===== src/rtl/eeg_dsp_pkg.sv =====
// Shared EEG DSP definitions: datapath widths, output-FSM states and the
// 16-bit saturation helper used by both the FIR input path and band power.
package eeg_dsp_pkg;

    localparam int FILT_W   = 32;
    localparam int SAMPLE_W = 16;
    localparam int POWER_W  = 32;

    typedef enum logic {
        OUT_EMPTY = 1'b0,
        OUT_FULL  = 1'b1
    } out_state_e;

    // Clamp a filter-width value into the signed 16-bit sample range.
    function automatic logic signed [SAMPLE_W-1:0] sat16(input logic signed [FILT_W-1:0] x);
        if (x > 32'sd32767)
            return 16'sh7FFF;
        else if (x < -32'sd32768)
            return 16'sh8000;
        else
            return x[SAMPLE_W-1:0];
    endfunction

endpackage


===== src/rtl/bp_square_stage.sv =====
// Band-power front end: S1 shift + saturate, S2 square. The valid bit travels
// alongside the data so gaps in the input stream simply propagate.
module bp_square_stage
    import eeg_dsp_pkg::*;
#(
    parameter int IN_SHIFT = 12
) (
    input  logic                     clk_i,
    input  logic                     rst_i,
    input  logic signed [FILT_W-1:0] x_i,
    input  logic                     vld_i,
    output logic [POWER_W-1:0]       sq_o,
    output logic                     vld_o
);

    localparam int STAGES = 2;

    logic [STAGES-1:0]          vld_pipe_q;
    logic signed [SAMPLE_W-1:0] s_q, s_d;
    logic [POWER_W-1:0]         sq_q, sq_d;
    logic signed [FILT_W-1:0]   shifted;
    logic signed [POWER_W-1:0]  prod;

    assign shifted = x_i >>> IN_SHIFT;
    assign s_d     = sat16(shifted);
    // Operands widened first so the full 16x16 product is kept; -32768^2 still fits.
    assign prod    = 32'(s_q) * 32'(s_q);
    assign sq_d    = prod;

    // Pipeline registers; data only moves when its stage holds a valid sample.
    always_ff @(posedge clk_i) begin
        if (rst_i) begin
            vld_pipe_q <= '0;
            s_q        <= '0;
            sq_q       <= '0;
        end else begin
            vld_pipe_q <= {vld_pipe_q[STAGES-2:0], vld_i};
            if (vld_i)
                s_q <= s_d;
            if (vld_pipe_q[0])
                sq_q <= sq_d;
        end
    end

    assign sq_o  = sq_q;
    assign vld_o = vld_pipe_q[STAGES-1];

endmodule


===== src/rtl/eeg_band_power.sv =====
// Mean-square band power over non-overlapping 2^WIN_LOG2 windows with a
// one-deep ready/valid output and band-activity detect.
// Optional macro BAND_POWER_HYST_EN: alpha_detect uses THRESH_ON/THRESH_OFF
// hysteresis instead of a single threshold.
module eeg_band_power
    import eeg_dsp_pkg::*;
#(
    parameter int                 WIN_LOG2   = 8,
    parameter int                 IN_SHIFT   = 12,
    parameter logic [POWER_W-1:0] THRESH_ON  = 32'h0000_4000,
    parameter logic [POWER_W-1:0] THRESH_OFF = 32'h0000_2000
) (
    input  logic                     clk,
    input  logic                     rst,
    input  logic signed [FILT_W-1:0] filtered_in,
    input  logic                     in_valid,
    output logic [POWER_W-1:0]       power_out,
    output logic                     power_valid,
    input  logic                     power_ready,
    output logic                     alpha_detect,
    output logic                     overrun,
    output logic [WIN_LOG2-1:0]      sample_cnt
);

    localparam int ACC_W = POWER_W + WIN_LOG2;

    logic [POWER_W-1:0]  sq;
    logic                sq_vld;
    logic [WIN_LOG2-1:0] cnt_q, cnt_d;
    logic [1:0]          last_q, last_d;
    logic [ACC_W-1:0]    acc_q, acc_d, sum;
    logic [POWER_W-1:0]  res_q, res_d;
    logic                res_vld_q, res_vld_d;
    out_state_e          state_q, state_d;
    logic [POWER_W-1:0]  power_q, power_d;
    logic                alpha_q, alpha_d, detect;
    logic                ovr_q, ovr_d;
    logic                hs;

    bp_square_stage #(.IN_SHIFT(IN_SHIFT)) u_sq (
        .clk_i (clk),
        .rst_i (rst),
        .x_i   (filtered_in),
        .vld_i (in_valid),
        .sq_o  (sq),
        .vld_o (sq_vld)
    );

    // Sample counter at the input; the end-of-window mark rides beside the square pipe.
    always_comb begin
        cnt_d  = cnt_q;
        last_d = {last_q[0], in_valid && (&cnt_q)};
        if (in_valid)
            cnt_d = cnt_q + WIN_LOG2'(1);
    end

    // S3 accumulate; the last sample folds into the result and the next window starts at zero.
    always_comb begin
        sum       = acc_q + ACC_W'(sq);
        acc_d     = acc_q;
        res_d     = res_q;
        res_vld_d = 1'b0;
        if (sq_vld) begin
            if (last_q[1]) begin
                acc_d     = '0;
                res_d     = POWER_W'(sum >> WIN_LOG2);
                res_vld_d = 1'b1;
            end else begin
                acc_d = sum;
            end
        end
    end

`ifdef BAND_POWER_HYST_EN
    assign detect = (res_q >= THRESH_ON)  ? 1'b1 :
                    (res_q <  THRESH_OFF) ? 1'b0 : alpha_q;
`else
    logic unused_thresh_off;
    assign unused_thresh_off = ^THRESH_OFF;
    assign detect = (res_q >= THRESH_ON);
`endif

    // Output FSM: a new result replaces the held one only if it is consumed this cycle.
    always_comb begin
        state_d = state_q;
        power_d = power_q;
        alpha_d = alpha_q;
        ovr_d   = ovr_q;
        hs      = (state_q == OUT_FULL) && power_ready;
        if (res_vld_q) begin
            alpha_d = detect;
            if (state_q == OUT_EMPTY || hs) begin
                power_d = res_q;
                state_d = OUT_FULL;
            end else begin
                ovr_d = 1'b1;
            end
        end else if (hs) begin
            state_d = OUT_EMPTY;
        end
    end

    // State registers for counter, accumulator and output side.
    always_ff @(posedge clk) begin
        if (rst) begin
            cnt_q     <= '0;
            last_q    <= '0;
            acc_q     <= '0;
            res_q     <= '0;
            res_vld_q <= 1'b0;
            state_q   <= OUT_EMPTY;
            power_q   <= '0;
            alpha_q   <= 1'b0;
            ovr_q     <= 1'b0;
        end else begin
            cnt_q     <= cnt_d;
            last_q    <= last_d;
            acc_q     <= acc_d;
            res_q     <= res_d;
            res_vld_q <= res_vld_d;
            state_q   <= state_d;
            power_q   <= power_d;
            alpha_q   <= alpha_d;
            ovr_q     <= ovr_d;
        end
    end

    assign power_out    = power_q;
    assign power_valid  = (state_q == OUT_FULL);
    assign alpha_detect = alpha_q;
    assign overrun      = ovr_q;
    assign sample_cnt   = cnt_q;

endmodule


===== config.mk =====
export PLATFORM = sky130hd
export DESIGN_NAME = eeg_band_power
export DESIGN_NICKNAME = d
export VERILOG_FILES = /design/src/rtl/eeg_dsp_pkg.sv /design/src/rtl/bp_square_stage.sv /design/src/rtl/eeg_band_power.sv
export SDC_FILE = /design/constraint.sdc
export NUM_CORES = 1
export LEC_CHECK = 0
export ABC_AREA = 1
export BUFFER_PORTS_ARGS = -buffer_cell sky130_fd_sc_hd__buf_2
export CAP_MARGIN = 20
export CORE_MARGIN = 1
export CORE_UTILIZATION = 29
export CTS_CLUSTER_DIAMETER = 40
export CTS_CLUSTER_SIZE = 30
export DETAILED_ROUTE_END_ITERATION = 10
export PLACE_DENSITY = 0.49
export SETUP_SLACK_MARGIN = 0.3
export SLEW_MARGIN = 20
export SYNTH_ARGS = -nofsm -noshare
export SYNTH_HDL_FRONTEND = slang
export SYNTH_SLANG_ARGS = --single-unit
export TNS_END_PERCENT = 100

===== constraint.sdc =====
create_clock -name clk -period 8.6 [get_ports clk]
set_input_delay 0.43 -clock clk [delete_from_list [all_inputs] [get_ports clk]]
set_output_delay 0.43 -clock clk [all_outputs]
set_load 0.01 [all_outputs]

# Word-level counts from Yosys, hierarchy flattened
# Cells that the tools add are included.
[totals]
out_inout_bits = 43
ff_bits = 168
inputBits = 36
word_cells = 39
[classes]
add_sub_neg = 2
order_cmp = 3
n_bitwise = 3
reduce_logical = 10
n_mux = 7
n_eq_ne = 1
n_mul = 1
[op_table]
columns = ["operator", "n"]
rows = [
  ["adder 40 x 32 -> 40 bit", 1],
  ["2-to-1 mux 40 bit", 1],
  [">= comparator 32 x 15 -> 1 bit, second input constant", 1],
  ["multiplier 16 x 16 -> 32 bit", 1],
  ["2-to-1 mux 16 bit", 2],
  ["greater-than comparator 20 x 16 -> 1 bit, second input constant", 1],
  ["< comparator 20 x 16 -> 1 bit, second input constant", 1],
  ["adder 8 x 1 -> 8 bit, second input constant", 1],
  ["AND reduction 2 bit", 4],
  ["AND reduction 8 bit", 1],
  ["2-to-1 mux 1 bit", 4],
  ["inverter 1 bit", 3],
  ["logical AND 1 bit", 2],
  ["!= test 2 x 1 -> 1 bit, second input constant", 1],
  ["nonzero test 2 bit", 1],
  ["OR reduction 2 bit", 1],
  ["logical OR 1 bit", 1],
]

# Logic depth before layout (Yosys ltp)
[logic_depth]
depth_word = 4
depth_mapped = 29
depth_no_buf = 27

# Cells and area by module
# A second synthesis with hierarchy kept.
[unflattened]
cells_unflattened = 2696
area_unflattened_um2 = 18734.2
[modules_own_cells]
columns = ["mod", "cells_each", "n_inst", "seq_area_each_um2", "area_per_inst_um2"]
rows = [
  ["bp_square_stage", 1574, 1, 980.9, 11708.7],
  ["eeg_band_power", 1122, 1, 2362.3, 7025.5],
]

# Worst setup path before layout
# OpenSTA, ideal clock, no wires.
[synth_timing]
path_kind = "reg2reg"
from = "register u_sq.s_q[15]"
to = "register u_sq.sq_q[31], in the netlist u_sq.sq_o[31]"
path_stages_with_launch = 26
synth_period_minus_slack_ns = 6.040
t_required_ns = 8.491
setup_ns = 0.109
n_path_buf = 2
path_slack_ns = 2.560
arrival_time_ns = 5.931
path_cell_list = "dfxtp_1 clkbuf_1 buf_1 nand2_1 fa_1 inv_1 fa_1 fa_1 fa_1 fa_1 inv_1 fa_1 inv_1 ha_1 nand2_1 nor2_1 inv_1 nor2_1 and3_1 nand2_1 nand3_1 inv_1 nand2_1 nand3_1 nand2_1 inv_1"
[synth_between]
elab_chain_len = 1
[synth_lines]
columns = ["element", "line", "source"]
rows = [
  ["from (decl)", "bp_square_stage.sv:19", "logic signed [SAMPLE_W-1:0] s_q, s_d;"],
  ["from (signal assigned)", "bp_square_stage.sv:34", "s_q <= '0;"],
  ["from (signal assigned)", "bp_square_stage.sv:39", "s_q <= s_d;"],
  ["multiplier 16 x 16 -> 32 bit", "bp_square_stage.sv:27", "assign prod = 32'(s_q) * 32'(s_q);"],
  ["to (signal assigned)", "bp_square_stage.sv:41", "sq_q <= sq_d;"],
  ["to (decl)", "bp_square_stage.sv:20", "logic [POWER_W-1:0] sq_q, sq_d;"],
]
# Every way passes these cells.
# A chain may end at the register's enable or synchronous reset.

# Worst setup path after layout
[layout_timing]
from = "register u_sq.s_q[15]"
to = "register u_sq.sq_q[23], in the netlist u_sq.sq_o[23]"
# Same word-level chain as after synthesis.

==> flow_summary.yaml <==
routing:
  num_vias: 16062
  wl_per_cell_um: 14.4
  drt_pass1_iterations: 5
  ant_nets: 0
  drc: 0
  drtIter0Drc: 1018
  finalWirelength_um: 51100
  vias_per_cell: 4.51
grt:
  grt_pass1_wl_um: 85600
  track_usage_pct: 16.3
  grt_max_degree: 85
  antenna_found_initial: 1
  first_global_vias: 16335
  grt_overflow: 0
sta:
  max_freq_mhz: 145
  skew_ns: 0.0241
  setup_tns_ns: 0
  worstMarginPinSlew_ns: 1.01
  fin_ws_ns: 1.72
  finalHoldViolCount: 0
  rsz0062_at_grt: "false"
  maxSlewViolCount: 0
  finalCritPeriodShare_pct: 80.0
  relSlewSlack_pct: 32.8
  finalSetupViolCount: 0
  period_needed_ns: 6.88
critical_path:
  reg2reg_depth: 22
  worstSetupPathType: "flop to flop"
  r2r_start: "u_sq.s_q[15]"
  start_kind: "flop"
  crit_path_max_incr_delay_ns: 0.96
  cp-endpoint: "u_sq.sq_o[23]"
  cp.required_ns: 8.96
  cp_top_family: "adder cells"
  cp_cell_sequence: "clkinv_1, buf_4, or2_2, fa_1, inv_1, fa_1, fa_1, fa_1, fa_1, inv_1, fa_1, inv_1, ha_1, nand2_1, nor2_1, inv_1, nor2_1, nand4_1, nand4_1, nand3_1, o211ai_1, inv_1"
  worst-path-stages: 22
  rr_endpoint: "u_sq.sq_o[23]"
  slowest_stage: "dfxtp_1"
  timing.critical_path.buf_inv: 7
  worstPathArrival_ns: 7.23
  end_kind: "flop"
  path_common_cell: "fa_1"
  cp-startpoint: "u_sq.s_q[15]"
  rrSetupSlack_ns: 1.72
  cp_max_fo: 23
power_and_ir_drop:
  p_int_uw: 1410
  p_comb_share_pct: 27.7
  clock_power_share_pct: 36.1
  leakagePower_uw: 0.0113
  power_density_nw_per_um2: 111
  power_frac_seq_pct: 36.2
  power.share.switching_pct: 38.0
  ir_drop_mv: 0.161
  p_switching_uw: 867
synth:
  synthMuxAreaShare_pct: 0
  postSynthCellCount: 2676
  synth_fp_nets: 3071
  synth_warnings: 0
  async_flop_share_pct: 0
  synthSimpleGateAreaFrac_pct: 23.0
  synth_xor_area_share_pct: 1.64
  synth-seq-cells: 167
  ys.flop_type: "dfxtp_1"
  synth-seq-area-share_pct: 17.8
  synth_compound_area_share_pct: 8.98
  synth_cell_types: 46
  synth_top_family_by_area: "adder cells"
  netlist_area_um2: 18700
  yosys.area_share.adder_pct: 33.3
  synth_edf_count: 0
  avgSynthCellArea_um2: 7.00
cts:
  ctsHoldBuffers: 0
  post_cts_buffers: 0
  cts_max_level: 4
  clock_latency_ns: 0.46
  cts.sinks: 167
  cts_tree: "yes"
  root_buffer: "clkbuf_16"
  cts_resized: 0
  path_clk_slew_ns: 0.09
  clockBufferDepth: 2
  cts_inserted_buffers: 17
die:
  die_area_um2: 65600
  die_y_um: 256
  start_util_pct: 29.5
  io_pins: 79
  row_count: 92
  die_w_um: 256
  fp.coreArea_um2: 63400
final_layout:
  final.fill_count: 6940
  num_antenna_cells: 0
  area_growth_syn_to_layout_pct: 9.95
  nets: 3094
  drive_gt1_share_pct: 5.86
outcome:
  status: "complete, no violations"
hold_path:
  hold_path.class: "input pin to flop"
place:
  dp_hpwl_um: 42100
  dp_slack_ns: 1.80
  port_buffers: 66
  gp_congestion: 0.883
flow_run:
  max_cap_violations: 0
## Yosys cell counts, types with 4 or more instances
master	number	area, µm²
o21ai_0	109	546
buf_2	4	20.0
nor2_2	5	31.3
nand4_1	36	225
a31oi_1	4	25.0
xnor2_1	5	43.8
clkbuf_1	63	236
nand2_2	14	87.6
inv_1	675	2530
dfxtp_1	167	3340
nand2_1	631	2370
a21oi_1	157	786
xor2_1	30	263
nor3_1	17	85.1
buf_1	9	33.8
nor2_1	217	815
or2_2	4	25.0
inv_2	6	22.5
nand3_1	98	490
a21o_1	4	30.0
o211ai_1	11	82.6
ha_1	127	1590
nand3b_1	5	37.5
fa_1	232	4640
o21bai_1	13	97.6
## metal layers
metal | wire (µm) | GRT usage [%]
met1 | 25200 | 22.7
met2 | 23400 | 26.9
met3 | 1680 | 1.57
met4 | 799 | 3.74
met5 | 10 | 0
## how the worst min path moves through the flow
stage                      from   endpoint  slack [ns]  depth (start not counted)
floorplan             last_q[0]  last_q[1]        0.39                          2
global placement      last_q[0]  last_q[1]        0.40                          2
detailed placement    last_q[0]  last_q[1]        0.41                          2
CTS                 power_ready    overrun        0.23                          4
global route        power_ready    overrun        0.25                          4
finish              power_ready    overrun        0.25                          4
## state kept, by name, summed over array words and instances, names as in the netlist
| register | cells |
|---|---|
| alpha_detect | 1 |
| u_sq.sq_o | 31 |
| u_sq.s_q | 16 |
| last_q | 2 |
| u_sq.vld_pipe_q | 2 |
| sample_cnt | 8 |
| res_q | 32 |
| acc_q | 40 |
| overrun | 1 |
| power_valid | 1 |
| res_vld_q | 1 |
| power_out | 32 |
## worst register-to-register path, delay by kind of cell, from the launching register on
kind	cells	cell delay [ns]
flops	1	0.96
buf+inv	7	0.75
simple gates	7	1.45
compound gates	1	0.10
fa+ha+maj	7	3.52
## area by class of cell
type	count	area, µm²	share of cell area, %
multi-input combinational	1748	12500	60.8
timing repair buffer	81	465	2.26
sequential	167	3340	16.2
inverter	684	2570	12.5
clock buffer	17	425	2.07
clock inverter	15	209	1.01
tap	846	1060	5.14
## cells by family after synthesis
kind of cell | count (synthesis)
flops | 167
fa+ha+maj | 359
xor+xnor | 35
simple gates | 1042
compound gates | 312
buf+inv | 761
## stage by stage
stage	hold slack [ns]	instances	cell area, µm²	utilization, %	power [µW]
5_1_grt	0.254	3558	20600	32.5	2440
6_report	0.253	3558	20600	32.5	2280
3_3_place_gp	0.405	3525	19900	31.4	1480
2_1_floorplan	0.388	2676	18700	-	1300
4_1_cts	0.235	3557	20600	32.4	2320
3_5_place_dp	0.406	3525	19900	31.4	1490
## cell usage in the layout (no fill, tap or decap), types with 36 or more instances in the layout
cell     count
nand3_1     98
fa_1       232
nor2_1     216
a21oi_1    157
o21ai_0    109
buf_2       65
ha_1       127
nand4_1     36
inv_1      675
nand2_1    631
dfxtp_1    167
## power groups by stage
stage	combinational (µW)	clock [µW]	sequential, µW
final	632	823	827
after global routing	732	877	830
after CTS	646	846	828
after detailed placement	642	0	846
after global placement	639	0	846
after floorplan	475	0	821
Power figures use the tool's default switching activity.
